**src/rtl/play_validator.sv**
```systemverilog
// Tic-tac-toe move validator: owns the 3x3 board, checks and commits one play at a time,
// scans the eight winning lines one per cycle and reports a one-cycle Ready with V/Win/Tie.
module play_validator #(
    parameter logic [1:0] P0_CODE = 2'b01,
    parameter logic [1:0] P1_CODE = 2'b10
) (
    input  logic        clk,
    input  logic        rst,
    input  logic        clear,
    input  logic        ValidatePlay,
    input  logic        Player,
    input  logic [3:0]  position,
    output logic        Ready,
    output logic        V,
    output logic        Win,
    output logic        Tie,
    output logic        busy,
    output logic [17:0] board
);

    typedef enum logic [1:0] {IDLE, CHECK, SCAN, REPORT} state_t;

    state_t          state_q, state_d;
    logic [8:0][1:0] board_q, board_d;
    logic [3:0]      count_q, count_d;
    logic            game_over_q, game_over_d;
    logic            player_q, player_d;
    logic [3:0]      pos_q, pos_d;
    logic [2:0]      idx_q, idx_d;
    logic            win_acc_q, win_acc_d;
    logic            v_q, v_d;
    logic            win_q, win_d;
    logic            tie_q, tie_d;

    logic [11:0]     line;
    logic [1:0]      player_code;
    logic            line_hit;
    logic            reject;

    // Three cell indices of winning line idx, packed {a, b, c}.
    function automatic logic [11:0] line_cells(input logic [2:0] idx);
        case (idx)
            3'd0:    line_cells = {4'd0, 4'd1, 4'd2};
            3'd1:    line_cells = {4'd3, 4'd4, 4'd5};
            3'd2:    line_cells = {4'd6, 4'd7, 4'd8};
            3'd3:    line_cells = {4'd0, 4'd3, 4'd6};
            3'd4:    line_cells = {4'd1, 4'd4, 4'd7};
            3'd5:    line_cells = {4'd2, 4'd5, 4'd8};
            3'd6:    line_cells = {4'd0, 4'd4, 4'd8};
            default: line_cells = {4'd2, 4'd4, 4'd6};
        endcase
    endfunction

    assign line        = line_cells(idx_q);
    assign player_code = player_q ? P1_CODE : P0_CODE;
    assign line_hit    = (board_q[line[11:8]] == player_code) &&
                         (board_q[line[7:4]]  == player_code) &&
                         (board_q[line[3:0]]  == player_code);
    // The cell lookup is only meaningful for legal positions; the range test masks it.
    assign reject      = (pos_q > 4'd8) || game_over_q || (board_q[pos_q] != 2'b00);

    always_comb begin
        // NOTE: every next-state value takes its current value first, so no path infers a latch.
        state_d     = state_q;
        board_d     = board_q;
        count_d     = count_q;
        game_over_d = game_over_q;
        player_d    = player_q;
        pos_d       = pos_q;
        idx_d       = idx_q;
        win_acc_d   = win_acc_q;
        v_d         = v_q;
        win_d       = win_q;
        tie_d       = tie_q;

        case (state_q)
            IDLE: begin
                if (ValidatePlay) begin
                    player_d = Player;
                    pos_d    = position;
                    state_d  = CHECK;
                end
            end
            CHECK: begin
                if (reject) begin
                    v_d     = 1'b0;
                    win_d   = 1'b0;
                    tie_d   = 1'b0;
                    state_d = REPORT;
                end else begin
                    board_d[pos_q] = player_code;
                    count_d        = (count_q >= 4'd9) ? 4'd9 : count_q + 4'd1;
                    idx_d          = 3'd0;
                    win_acc_d      = 1'b0;
                    state_d        = SCAN;
                end
            end
            SCAN: begin
                win_acc_d = win_acc_q | line_hit;
                idx_d     = idx_q + 3'd1;
                if (idx_q == 3'd7) begin
                    v_d         = 1'b1;
                    win_d       = win_acc_d;
                    tie_d       = !win_acc_d && (count_q == 4'd9);
                    game_over_d = game_over_q | win_d | tie_d;
                    state_d     = REPORT;
                end
            end
            REPORT: state_d = IDLE;
            default: state_d = IDLE;
        endcase

        // New game: aborts any in-flight move but leaves the last verdict visible.
        if (clear) begin
            state_d     = IDLE;
            board_d     = '0;
            count_d     = 4'd0;
            game_over_d = 1'b0;
        end
    end

    always_ff @(posedge clk) begin
        if (rst) begin
            state_q     <= IDLE;
            board_q     <= '0;
            count_q     <= 4'd0;
            game_over_q <= 1'b0;
            player_q    <= 1'b0;
            pos_q       <= 4'd0;
            idx_q       <= 3'd0;
            win_acc_q   <= 1'b0;
            v_q         <= 1'b0;
            win_q       <= 1'b0;
            tie_q       <= 1'b0;
        end else begin
            state_q     <= state_d;
            board_q     <= board_d;
            count_q     <= count_d;
            game_over_q <= game_over_d;
            player_q    <= player_d;
            pos_q       <= pos_d;
            idx_q       <= idx_d;
            win_acc_q   <= win_acc_d;
            v_q         <= v_d;
            win_q       <= win_d;
            tie_q       <= tie_d;
        end
    end

    assign Ready = (state_q == REPORT);
    assign busy  = (state_q != IDLE);
    assign V     = v_q;
    assign Win   = win_q;
    assign Tie   = tie_q;
    assign board = board_q;

endmodule

```
**config.mk**
```make
export PLATFORM = sky130hd
export DESIGN_NAME = play_validator
export DESIGN_NICKNAME = d
export VERILOG_FILES = /design/src/rtl/play_validator.sv
export SDC_FILE = /design/constraint.sdc
export NUM_CORES = 1
export LEC_CHECK = 0
export CORE_MARGIN = 4
export CORE_UTILIZATION = 40
export DETAILED_ROUTE_END_ITERATION = 16
export PLACE_DENSITY_LB_ADDON = 0.2
export SYNTH_ARGS = -nofsm -noshare
export SYNTH_HDL_FRONTEND = slang
export SYNTH_SLANG_ARGS = --single-unit
```
**constraint.sdc**
```tcl
create_clock -name clk -period 3.6 [get_ports clk]
set_clock_uncertainty 0.15 [all_clocks]
set_input_delay 0.54 -clock clk [delete_from_list [all_inputs] [get_ports clk]]
set_output_delay 0.54 -clock clk [all_outputs]
set_load 0.02 [all_outputs]
```
# Word level (Yosys, flattened, before mapping)
# Cells that the tools add are included.
# Widths: inputs -> output; s select.
[totals]
regBits = 37
input_bits = 9
out_inout_bits = 23
word_cells = 98
[op_classes]
n_addsub = 2
order_cmp = 7
eq_ne = 18
n_mux = 29
n_bitwise = 4
reduce_logical = 19
[ops]
columns = ["operator", "count"]
rows = [
  ["$pmux 11 s7", 1],
  ["$bmux 2 s4", 4],
  ["$lt 4x5->1 const B", 4],
  ["$bwmux 18", 1],
  ["$mux 2", 8],
  ["$eq 3x3->1 const B", 4],
  ["$reduce_and 2->1", 5],
  ["$demux 2 s4", 1],
  ["$ne 2x2->1 const B", 4],
  ["$pmux 1 s2", 4],
  ["$pmux 2 s4", 1],
  ["$eq 2x2->1", 3],
  ["$eq 3x2->1 const B", 2],
  ["$mux 1", 6],
  ["$pmux 3 s2", 1],
  ["$reduce_bool 2->1", 3],
  ["$add 4x1->4 const B", 1],
  ["$eq 2x2->1 const B", 2],
  ["$eq 4x4->1 const B", 1],
  ["$ge 4x1->1 const B", 1],
  ["$ge 4x4->1 const B", 1],
  ["$gt 4x4->1 const B", 1],
  ["$logic_and 1x1->1", 4],
  ["$mux 4", 1],
  ["other kinds (12)", 15],
]

# Depth between registers and ports, before layout
# Gate-level depths: netlist of the first run.
[depth]
word_depth = 12
mapped_depth = 11
depth_no_buf = 9

# Worst setup path after synthesis of the first run
# OpenSTA, ideal clock, no wires.
[synth_path]
path_kind = "register to register"
start = "register idx_q[2]"
end = "register win_acc_q"
setup_time_ns = 0.100
arrival_ns = 2.810
required_time_ns = 3.350
path_slack_ns = 0.541
path_stages_with_launch = 11
n_path_buf = 2
synth_period_minus_slack_ns = 3.059
cell_sequence = "dfxtp_1 > clkbuf_1 > inv_2 > ha_1 > buf_2 > or4_4 > and3_4 > mux2_4 > a221oi_4 > a41oi_4 > a2111oi_4"
[synth_via]
elab_chain_len = 9
word_cells_on_any_way = 21
cone_classes = "9 x eq/ne; 8 x mux; 1 x bitwise; 3 x reduce/logical"
[synth_lines]
columns = ["item", "line", "source"]
rows = [
  ["from (decl)", "29", "logic [2:0] idx_q, idx_d;"],
  ["from (signal assigned)", "142", "idx_q <= idx_d;"],
  ["$eq 3x3->1, or another cell as far along", "42", "case (idx)"],
  ["$pmux 11 s7 *", "42", ""],
  ["$bmux 2 s4 (on tied branches)", "56, 57", ""],
  ["$mux 2 (on tied branches)", "56, 57", ""],
  ["$eq 2x2->1 (on tied branches)", "56, 57", ""],
  ["$logic_and 1x1->1", "56", "assign line_hit = (board_q[line[11:8]] == player_code) &&"],
  ["$logic_and 1x1->1 *", "57", "(board_q[line[7:4]] == player_code) &&"],
  ["$or 1x1->1 *", "99", "win_acc_d = win_acc_q | line_hit;"],
  ["$pmux 1 s2 *", "76", "case (state_q)"],
  ["to (signal assigned)", "143", "win_acc_q <= win_acc_d;"],
  ["to (decl)", "30", "logic win_acc_q, win_acc_d;"],
]
# Mark *: on every way between the ends. The rest lies on a longest branch, timed or not. The select of a mux whose other input is x is not followed.
# A chain may end at the register's enable or synchronous reset.

# Worst setup path after layout of the first run
[layout_path]
start = "register idx_q[0]"
end = "register win_acc_q"
# Same word-level chain as after synthesis.

==> results of run 1 <==
==> layout make-up <==
type,count,area (µm²),share of cell area [%]
clock buffer,6,82.6,2.96
clock inverter,1,7.51,0.269
inverter,15,56.3,2.02
multi-input combinational,216,1490,53.4
sequential,37,741,26.5
tap,72,90.1,3.23
timing repair buffer,33,325,11.6
==> per-stage QoR <==
| stage | instances | hold slack (ns) |
|---|---|---|
| global placement | 373 | 0.339 |
| CTS | 380 | 0.350 |
| floorplan | 283 | 0.311 |
| detailed placement | 373 | 0.339 |
| global route | 380 | 0.404 |
| finish | 380 | 0.346 |
==> routing by layer <==
| metal | part of all wire [%] | track usage, % | vias up |
|---|---|---|---|
| met3 | 6.1 | 4.32 | 14 |
| met5 | 0 | 0 | - |
| li1 | - | - | 1078 |
| met2 | 46 | 28.8 | 88 |
| met4 | 2.3 | 6.33 | 0 |
| met1 | 45 | 23.5 | 1062 |
==> final timing paths <==
kind | startpoint | end | slack (ns) | depth (start not counted)
max | idx_q[0] | win_acc_q | 0.55 | 8
min | game_over_q | game_over_q | 0.35 | 2
max reg2reg | idx_q[0] | win_acc_q | 0.55 | 8
min reg2reg | game_over_q | game_over_q | 0.35 | 2
==> where the power goes <==
group | internal (mW) | switching (mW)
logic | 0.0403 | 0.0565
clock network | 0.151 | 0.145
registers | 0.415 | 0.0140
==> worst max-delay path, stage by stage (launching register included) <==
cell and delay (ns):
dfxtp_1 0.41, inv_1 0.09, ha_1 0.35, or4_4 0.57, and3_4 0.22, a221oi_1 0.23, o2bb2ai_1 0.16, or3_4 0.43
a2111oi_4 0.34
==> layout by cell type (no fill, tap or decap), types with 2 or more instances in the layout <==
cell type and n:
a21oi_1 21, a221oi_1 2, a22oi_1 2, a311oi_1 2, a31oi_1 10, a32oi_1 2
a41oi_1 5, and2_1 2, buf_4 2, clkbuf_8 6, clkdlybuf4s50_1 31, dfxtp_1 37
ha_1 14, inv_1 14, mux2_2 2, mux2i_1 11, nand2_1 19, nand2b_1 2
nand3_1 13, nand3b_1 2, nor2_1 41, nor2b_1 5, nor3_1 5, nor3b_1 5
nor4_1 4, nor4b_1 2, o21a_1 2, o21ai_0 7, o21ai_1 5, o31ai_1 2
or3b_1 2
==> registers in the layout, summed over array words and instances, names as in the netlist <==
signal,count
game_over_q,1
count_q,4
Tie,1
Win,1
V,1
win_acc_q,1
player_q,1
board,18
pos_q,4
state_q,2
idx_q,3
==> logic make-up after synthesis <==
group | count (synthesis) | share of synthesized area (%)
mux | 15 | 7.22
flops | 37 | 31.4
fa+ha+maj | 14 | 7.44
buf+inv | 30 | 5.31
compound gates | 73 | 22.8
simple gates | 114 | 25.8
==> impl_metrics.csv, run 1 <==
group,metric,value,unit
outcome,outcome,"completed",
synthesis,netlist.area_leader.share,31.4,%
global_routing,grt_pass1_wl,10500,µm
die,core,0.00561,mm²
route,wire_per_inst,16.5,µm
worst_setup_path,cp-start-kind,"flop",
die,dieHeight,84.7,µm
global_routing,grt_max_degree,26,
die,start_util,42.0,%
synthesis,synth_commonest_cells,"41 x nor2_1, 37 x dfxtp_1, 21 x a21oi_1",
cts,ctsHtreeMaxLevel,2,
synthesis,synth_cells,283,
power,ir_drop,0.167,mV
global_routing,grt_util_all_layers,18.0,%
route,wl,6270,µm
finish,diodes,0,
synthesis,synth_fp_nets,306,
min_path,holdCritPathClass,"reg2reg",
cts,postCtsSetupBuffers,0,
finish,layout-drive-gt1-share,8.44,%
synthesis,netlist-cell-type-count,59,
placed_design,gp_congestion,0.938,
cts,cts_resized,0,
global_routing,grt-ovfl-total,0,
route,final_antenna_net_count,0,
synthesis,synthFlopType,"dfxtp_1",
synthesis,synth_area_per_cell,8.33,µm²
placed_design,port_buffers,31,
placed_design,placed_cell_area,0.00270,mm²
finish,final_area,0.00279,mm²
synthesis,ys_ff_latch,37,
die,std_cell_rows,27,
route,vias,2242,
synthesis,yosysTopAreaCell,"dfxtp_1",
power,power,0.823,mW
die,dieArea,0.00718,mm²
worst_setup_path,cp-end-kind,"flop",
synthesis,yosysSeqAreaShare,31.4,%
die,ios,32,
die,die_w,84.7,µm
finish,nFillCells,549,
cts,hold_buffers,0,
route,drt_first_pass_iters,5,
placed_design,place_ws,0.578,ns
finish,utilization,49.8,%
synthesis,synthMostInstantiatedCell,"nor2_1",
global_routing,antenna_found_initial,0,
cts,cts_root_buf,"clkbuf_8",
route,drt_iter0_drc,175,
worst_setup_path,critical_path_class,"reg2reg",
synthesis,syn_area,0.00236,mm²
synthesis,synth_area_leaders,"dfxtp_1 31%, ha_1 7.4%, nor2_1 6.5%, mux2i_1 4.7%, a21oi_1 4.5%",
global_routing,grt_pass1_vias,2060,
cts,tritoncts,"built",
cts,cts.path.max_buffers,2,
sta,finalMaxSlewViolations,0,
sta,tns,0,ns
synthesis,ys_warn_count,0,
synthesis,async_flop_share,0,%
placed_design,dp_hpwl,4680,µm
power,power_density,295,mW/mm²
synthesis,synth_edf_count,0,
sta,fin_crit,3.05,ns
cts,clock_latency,0.29,ns
job,drv_cap,0,
worst_setup_path,crit_required,3.64,ns
sta,setup_ws,0.545,ns
cts,path_clk_slew,0.07,ns
sta,final_hold_viol_count,0,
route,drcViolationCount,0,
finish,nets,331,
finish,syn2layout_area_growth,18.5,%
cts,clock-sinks,37,
worst_setup_path,worstPathMaxFanout,12,
sta,worst_pin_slew,0.587,ns
sta,rsz0062_at_grt,"no",
sta,max_freq,327,MHz
route,viasPerCell,5.90,
sta,slew_headroom,60.7,%
worst_setup_path,critPathArrivalTime,3.10,ns
sta,final-setup-viol-count,0,
power,cellLeakagePower,0.983,nW
sta,fin_crit_sh,84.9,%
cts,cts_buffers,5,
No activity file was read; power rests on OpenSTA's default activity.
==> inputs of run 2 (changes only) <==
clock period = 3.2 ns   (was 3.6 ns; I/O delays follow)
==> run 2 against run 1 <==
Compared with the run above:
- final area increased by 1.3%
- fmax increased by 2.6%
- sequential share of layout area decreased by 0.33 points
- clock-buffer cell count increased by 2
- global-route usage increased by 0.057 points
- sequential power increased by 12%
- critical endpoint unchanged
- highest routed layer unchanged
==> impl_metrics.csv, run 2 (synthesized netlist as in run 1, its figures left out) <==
group,metric,value,unit
job,drv_cap,0,
sta,rsz0062_at_grt,"no",
cts,cts_buffers,5,
min_path,holdCritPathClass,"reg2reg",
finish,final_area,0.00283,mm²
worst_setup_path,cp-end-kind,"flop",
sta,final-setup-viol-count,0,
min_path,min_path_cells,2,
worst_setup_path,worstPathMaxFanout,9,
cts,postCtsSetupBuffers,0,
power,power_density,321,mW/mm²
sta,finalMaxSlewViolations,0,
sta,max_freq,336,MHz
finish,layout-drive-gt1-share,9.52,%
die,core,0.00561,mm²
worst_setup_path,worst_path_max_delay_cell,"or4_4",
worst_setup_path,r2r-start,"idx_q[0]",
worst_setup_path,r2r_slack,0.22,ns
placed_design,port_buffers,31,
sta,tns,0,ns
worst_setup_path,critical_path_class,"reg2reg",
placed_design,placed_cell_area,0.00275,mm²
sta,final_hold_viol_count,0,
finish,nets,337,
worst_setup_path,cp-start-kind,"flop",
finish,syn2layout_area_growth,20.0,%
cts,cts.path.max_buffers,2,
global_routing,grt_pass1_wl,10600,µm
worst_setup_path,crit_required,3.25,ns
sta,slew_headroom,62.7,%
worst_setup_path,r2r-end,"win_acc_q",
route,wire_per_inst,16.0,µm
worst_setup_path,reg2reg_depth,8,
route,final_antenna_net_count,0,
sta,worst_pin_slew,0.555,ns
placed_design,dp_hpwl,4740,µm
route,drcViolationCount,0,
cts,tritoncts,"built",
worst_setup_path,path_cells,"inv_1, ha_1, or4_4, and3_4, a221oi_1, o2bb2ai_1, or3_4, a2111oi_4",
global_routing,antenna_found_initial,0,
global_routing,grt-ovfl-total,0,
cts,clock-sinks,37,
sta,fin_crit,2.98,ns
worst_setup_path,crit_end,"win_acc_q",
finish,utilization,50.4,%
die,die_w,84.7,µm
worst_setup_path,crit_start,"idx_q[0]",
placed_design,gp_congestion,0.859,
cts,cts_root_buf,"clkbuf_8",
die,ios,32,
die,dieArea,0.00718,mm²
global_routing,grt_pass1_vias,2112,
die,std_cell_rows,27,
die,start_util,42.0,%
global_routing,grt_util_all_layers,18.0,%
power,cellLeakagePower,1.01,nW
cts,cts_resized,0,
power,ir_drop,0.166,mV
finish,diodes,0,
cts,clock_latency,0.29,ns
cts,ctsHtreeMaxLevel,2,
die,dieHeight,84.7,µm
route,wl,6190,µm
route,viasPerCell,5.65,
route,drt_first_pass_iters,5,
route,vias,2186,
sta,fin_crit_sh,93.1,%
outcome,outcome,"completed",
finish,most-common-layout-cells,"41 x nor2_1, 37 x dfxtp_1, 31 x clkdlybuf4s50_1",
global_routing,grt_max_degree,26,
worst_setup_path,cpPeakStageDelay,0.57,ns
cts,hold_buffers,0,
finish,largest_register_ffs,18,
route,drt_iter0_drc,165,
worst_setup_path,critPathArrivalTime,3.02,ns
cts,path_clk_slew,0.07,ns
finish,layout_commonest_cell,"nor2_1",
==> run 2: stage by stage <==
stage          hold WS (ns)  power [mW]  std cells  setup WS, ns
6_report              0.346       0.907        387         0.222
5_1_grt               0.388       0.949        387       0.00650
4_1_cts               0.354       0.913        387         0.230
3_5_place_dp          0.342       0.605        379         0.255
3_3_place_gp          0.341       0.605        379         0.304
2_1_floorplan         0.311       0.565        283         0.141
==> run 2: power breakdown <==
part           internal [mW]  switching (mW)  total, mW
Clock                  0.155           0.158      0.312
Sequential             0.467          0.0137      0.481
Combinational         0.0487          0.0657      0.114
Total                  0.670           0.237      0.907
==> run 2: area by class of cell <==
type                            count  area, µm²
Tap cell                           72       90.1
Clock buffer                        8       80.1
Timing Repair Buffer               39        370
Multi-Input combinational cell    216       1490
Sequential cell                    37        741
Inverter                           15       56.3
Fill cell                         567       2780
==> run 2: how the worst min path moves through the flow <==
| stage | to | start | slack [ns] |
|---|---|---|---|
| global placement | count_q[1] | count_q[1] | 0.34 |
| detailed placement | count_q[1] | count_q[1] | 0.34 |
| global route | game_over_q | game_over_q | 0.39 |
| floorplan | count_q[1] | count_q[1] | 0.31 |
| CTS | count_q[1] | count_q[1] | 0.35 |
| finish | count_q[1] | count_q[1] | 0.35 |
==> run 2: worst max-delay path: cells and delay by family, from the launching register on <==
| family | cells | cell delay (ns) |
|---|---|---|
| buf+inv | 1 | 0.09 |
| compound gates | 3 | 0.71 |
| flops | 1 | 0.41 |
| simple gates | 3 | 1.22 |
| fa+ha+maj | 1 | 0.31 |
==> run 2: metal layers <==
metal,vias to the layer above,part of all wire (%),GRT usage [%]
met1,1030,45,23.8
met3,9,5.6,4.22
li1,1092,-,-
met2,55,48,28.7
met4,0,1.7,6.47
met5,-,0,0
